**config.mk**
```make
export PLATFORM = sky130hd
export DESIGN_NAME = pipe_scoreboard
export DESIGN_NICKNAME = d
export VERILOG_FILES = /design/src/rtl/pipe_scoreboard.sv
export SDC_FILE = /design/constraint.sdc
export NUM_CORES = 1
export LEC_CHECK = 0
export ABC_AREA = 1
export BUFFER_PORTS_ARGS = -buffer_cell sky130_fd_sc_hd__buf_4
export CORE_MARGIN = 1
export CORE_UTILIZATION = 47
export DETAILED_ROUTE_END_ITERATION = 7
export GPL_TIMING_DRIVEN = 0
export PLACE_DENSITY = 0.81
export SYNTH_ARGS = -nofsm -noshare
export SYNTH_HDL_FRONTEND = slang
export SYNTH_SLANG_ARGS = --single-unit
```
**constraint.sdc**
```tcl
create_clock -name clk -period 2.6 [get_ports clk]
set_input_delay 0.39 -clock clk [delete_from_list [all_inputs] [get_ports clk]]
set_output_delay 0.39 -clock clk [all_outputs]
set_load 0.02 [all_outputs]
```
**src/rtl/pipe_scoreboard.sv**
```systemverilog
// pipe_scoreboard: tracks destination registers of in-flight instructions in
// the STAGES stages after ID, resolves the two ID read operands (regfile or
// forwarded stage result) and raises a load-use stall request.
//
// Flow control: hold=1 freezes every tracked entry and the stall counter.
// With hold=0 the tracker advances by one stage per clock. stall_req=1
// means the ID instruction is not accepted this cycle and a bubble enters
// stage 0. stall_req depends only on current inputs and pre-edge tracker
// state.
module pipe_scoreboard #(
    parameter int STAGES     = 3,
    parameter int AW         = 5,
    parameter int DW         = 32,
    parameter int LOAD_READY = 2,
    parameter int CNT_W      = 32
) (
    input  logic                 clk,
    input  logic                 rst,
    input  logic                 hold,
    input  logic                 flush,
    input  logic                 id_valid,
    input  logic                 id_we,
    input  logic [AW-1:0]        id_waddr,
    input  logic                 id_is_load,
    input  logic [AW-1:0]        rs_addr,
    input  logic [AW-1:0]        rt_addr,
    input  logic [DW-1:0]        rf_rs_data,
    input  logic [DW-1:0]        rf_rt_data,
    input  logic [STAGES*DW-1:0] stage_wdata,
    output logic [DW-1:0]        rs_data,
    output logic [DW-1:0]        rt_data,
    output logic                 rs_fwd,
    output logic                 rt_fwd,
    output logic                 stall_req,
    output logic                 busy,
    output logic [CNT_W-1:0]     stall_cnt
);

    // Tracker entries, bit/element 0 = EX (youngest), STAGES-1 = WB (oldest).
    logic [STAGES-1:0]         ent_v;
    logic [STAGES-1:0]         ent_we;
    logic [STAGES-1:0]         ent_ld;
    logic [STAGES-1:0][AW-1:0] ent_waddr;

    logic rs_stall;
    logic rt_stall;
    logic issue_v;

    // Port A resolution: scan oldest to youngest so the youngest match wins.
    always_comb begin
        rs_data  = rf_rs_data;
        rs_fwd   = 1'b0;
        rs_stall = 1'b0;
        if (rs_addr == '0) begin
            rs_data = '0;
        end else begin
            for (int i = STAGES - 1; i >= 0; i--) begin
                if (ent_v[i] && ent_we[i] && (ent_waddr[i] == rs_addr)) begin
                    if (ent_ld[i] && (i < LOAD_READY)) begin
                        // load result not produced yet: operand must wait
                        rs_stall = 1'b1;
                        rs_fwd   = 1'b0;
                        rs_data  = rf_rs_data;
                    end else begin
                        rs_stall = 1'b0;
                        rs_fwd   = 1'b1;
                        rs_data  = stage_wdata[i*DW +: DW];
                    end
                end
            end
        end
    end

    // Port B resolution: same rules as port A.
    always_comb begin
        rt_data  = rf_rt_data;
        rt_fwd   = 1'b0;
        rt_stall = 1'b0;
        if (rt_addr == '0) begin
            rt_data = '0;
        end else begin
            for (int i = STAGES - 1; i >= 0; i--) begin
                if (ent_v[i] && ent_we[i] && (ent_waddr[i] == rt_addr)) begin
                    if (ent_ld[i] && (i < LOAD_READY)) begin
                        rt_stall = 1'b1;
                        rt_fwd   = 1'b0;
                        rt_data  = rf_rt_data;
                    end else begin
                        rt_stall = 1'b0;
                        rt_fwd   = 1'b1;
                        rt_data  = stage_wdata[i*DW +: DW];
                    end
                end
            end
        end
    end

    // Stall request, issue qualification and occupancy flag.
    always_comb begin
        stall_req = (rs_stall | rt_stall) & id_valid;
        issue_v   = id_valid & ~flush & ~stall_req;
        busy      = |ent_v;
    end

    // Tracker shift register and saturating stall counter.
    always_ff @(posedge clk) begin
        if (rst) begin
            ent_v     <= '0;
            ent_ld    <= '0;
            stall_cnt <= '0;
        end else if (!hold) begin
            ent_v     <= {ent_v[STAGES-2:0], issue_v};
            ent_we    <= {ent_we[STAGES-2:0], id_we};
            ent_ld    <= {ent_ld[STAGES-2:0], id_is_load};
            ent_waddr <= {ent_waddr[STAGES-2:0], id_waddr};
            if (stall_req && (stall_cnt != '1)) begin
                stall_cnt <= stall_cnt + 1'b1;
            end
        end
    end

endmodule

```
==> metrics.md <==
| Metric | Value |
|---|---|
| Worst-skew pair later-pin latency | `300 ps` |
| Synth Register Bits | `55` |
| Worst Setup Start Kind | `register` |
| Via Count | `8,594` |
| Critical-path maximum fanout | `10` |
| Critical R2R Capture | `stall_cnt[2]$_SDFFE_PP0P_` |
| Unrepaired setup endpoints after global routing | `yes` |
| Register area share after synthesis | `0.2202` |
| CTS buffer count | `5` |
| Hold path cells | `1` |
| H-tree lvl count | `2` |
| Die Width | `113.3 um` |
| Setup violation total in the final timing report | `4` |
| Top FF cell, synth | `dfxtp_1` |
| Post-Syn Area | `0.005819 mm^2` |
| VDD IR max | `362.2 uV` |
| Max Cap Violations | `0` |
| P_leak | `4.547 nW` |
| Initial antenna violation count | `2` |
| Final critical-path required period | `2631 ps` |
| Worst EP required | `2210 ps` |
| Hold_ws | `256.7 ps` |
| Area after DPL | `0.008132 mm^2` |
| Worst r2r src | `ent_waddr[2]$_DFFE_PP_` |
| Failing checks | `setup timing` |
| Wire length per cell | `16.94 um` |
| Clock buffer depth | `2` |
| YS warnings | `0` |
| Worst Setup End Kind | `output pin` |
| Synth async-reset ratio | `0` |
| Reg clk slew, reported paths | `80 ps` |
| Core ar. | `0.01206 mm^2` |
| CTS tree | `done` |
| 1st-iter DRT viols | `899` |
| Max-Slew Margin vs Limit | `0.4047` |
| Placed Cells | `1,497` |
| Effective utilization at floorplan | `0.4825` |
| Synth cell count leaders | `nor2_1 (218), nand2_1 (197), a21oi_1 (131), inv_1 (124), o21ai_0 (68)` |
| Pre-CTS setup slack | `-251.0 ps` |
| Dpl hpwl | `19.26 mm` |
| Port Buf Inserts | `280` |
| Crit share post-route | `1.012` |
| Syn_nets | `1,232` |
| Die height | `113.3 um` |
| Total wire length | `25.87 mm` |
| Hold crit path type | `primary input to register` |
| Cells after Synth | `1,049` |
| Final Non-Filler Cells | `1,527` |
| Residual DRC count | `0` |
| P&R area growth vs syn | `57.64%` |
| Setup Skew | `11.28 ps` |
| Post-synth EDFFs | `18` |
| Total GRT Usage | `0.3704` |
| Arr. time, crit path | `2240 ps` |
| Reg2Reg Depth | `12` |
| Count leader, synth | `nor2_1` |
| Status | `complete, but fails checks` |
| Std-Cell Rows | `40` |
| IO Pins | `282` |
| Worst Max-Slew Pin Slew | `892.0 ps` |
| Syn Area/Cell | `5.548 um^2` |
| Reg2reg setup slack | `290 ps` |
| Die Footprint | `0.01283 mm^2` |
| Final nets | `1,539` |
| Distinct cell type count after synthesis | `36` |
| Largest net degree at the start of global routing | `21` |
| FMAX | `0.3800 GHz` |
| Power Density | `269.8 mW/mm^2` |
| Final hold vios | `0` |
| Hold path startpoint | `id_we` |
| Design area | `0.009174 mm^2` |
| Total negative slack | `-74.22 ps` |
| First-pass GRT wire length | `38.07 mm` |
| Clk sinks | `55` |
| Total gr overflow | `0` |
| Vias in the first global route | `7,545` |
| Top post-synthesis cells by area | `nor2_1 (14%), dfxtp_1 (13%), nand2_1 (13%)` |
| Yosys top cell by area | `nor2_1` |
| Critical path type | `register to output pin` |
| Share of the synthesized area in the top cell type | `0.1406` |
| Max Slew Vio Count | `0` |
| Avg Vias per Cell | `5.628` |
| Root Buffer | `clkbuf_16` |
| Share of cells above drive strength 1 | `0.3441` |
| Final WS setup | `-31.34 ps` |
| Pre-antenna DRT Iters | `6` |
| Final GP Congestion | `0.9595` |
| Antenna Nets Post-Route | `0` |
| WHS Endpoint | `ent_we[0]$_DFFE_PP_` |
==> area by class of cell <==
class,instances,area (um^2)
Multi-Input combinational cell,802,4235
Buffer,66,521.8
Timing Repair Buffer,299,2275
Tap cell,168,210.2
Sequential cell,55,1284
Fill cell,966,2888
Clock inverter,3,31.28
Inverter,127,486.7
Clock buffer,5,125.1
Antenna cell,2,5.005
==> worst max path at each step <==
stage / from / endpoint / slack (ps) / cells after the start
after floorplan: ent_waddr[4]$_DFFE_PP_ / rt_data[0] / 330 / 7
after global routing: ent_v[2]$_SDFFE_PP0N_ / rt_data[21] / -100 / 12
final: ent_waddr[7]$_DFFE_PP_ / rt_data[21] / -30 / 10
after global placement: rt_addr[1] / rt_data[0] / -250 / 9
after detailed placement: rt_addr[1] / rt_data[21] / -250 / 9
after CTS: ent_waddr[2]$_DFFE_PP_ / rt_data[21] / -40 / 9
==> cell families after synthesis <==
| logic type | count (synthesis) | synth area share |
|---|---|---|
| and+or+nand+nor | 521 | 0.3765 |
| AOI/OAI and AO/OA | 256 | 0.2365 |
| buffers and inverters | 193 | 0.1301 |
| DFF | 55 | 0.2202 |
| xor gates and xnor gates | 23 | 0.03462 |
| adders and majority gates | 1 | 0.002150 |
==> layout by cell type, fill, tap and decap left out, types with 3 or more instances in the layout <==
cell type and n:
a21oi_1 99, a21oi_2 30, a31oi_1 28, a31oi_2 3
buf_2 7, buf_4 301, buf_6 22, buf_8 7
clkbuf_1 15, clkbuf_16 6, clkbuf_2 9, clkbuf_4 3
dfxtp_1 35, edfxtp_1 18, inv_1 118, inv_2 6
nand2_1 187, nand2_2 6, nand2_4 4, nand3_1 14
nand3_4 4, nand4_1 32, nor2_1 200, nor2_2 14
nor2_4 6, nor3_1 31, nor3_2 9, nor4_1 6
o21ai_0 15, o21ai_1 47, o21ai_2 9, o21bai_1 19
xor2_1 19, xor2_2 3
==> power breakdown <==
group	internal (mW)	total [mW]	switching, mW
registers	0.906	0.922	0.0161
clock network	0.374	0.722	0.349
logic	0.385	0.831	0.446
==> flip-flops by register name, summed over array words and instances, names as in the netlist <==
register and flops:
ent_v 3, ent_we 3, stall_cnt 32, ent_ld 2, ent_waddr 15
==> per-layer routing <==
metal	GRT usage	share of wire
met1	0.4593	0.38
met2	0.6082	0.46
met3	0.06749	0.097
met4	0.2035	0.060
met5	0	0
==> critical path: stages, from the launching register on <==
cell and delay (ps):
edfxtp_1 460, xor2_1 180, nor2_2 190, nand3_2 150, inv_4 130, nor2_4 80, buf_6 150, nand2_1 70
a21oi_2 60, nor3_2 270, buf_4 200
==> what timing repair did <==
| item | CTS | global route |
|---|---|---|
| gates cloned | 0 | 4 |
| hold buffers | 0 | 0 |
| setup endpoints to repair | 64 | 68 |
| gates resized for setup | 75 | 232 |
| setup buffers | 4 | 12 |
| pin swaps | 5 | 35 |
==> through the flow <==
step / utilization / power [mW]
floorplan: - / 1.269
global placement: 0.6742 / 1.669
detailed placement: 0.6742 / 1.677
CTS: 0.7043 / 2.401
global route: 0.7606 / 2.571
finish: 0.7606 / 2.475
(Power assumes the default switching activity.)
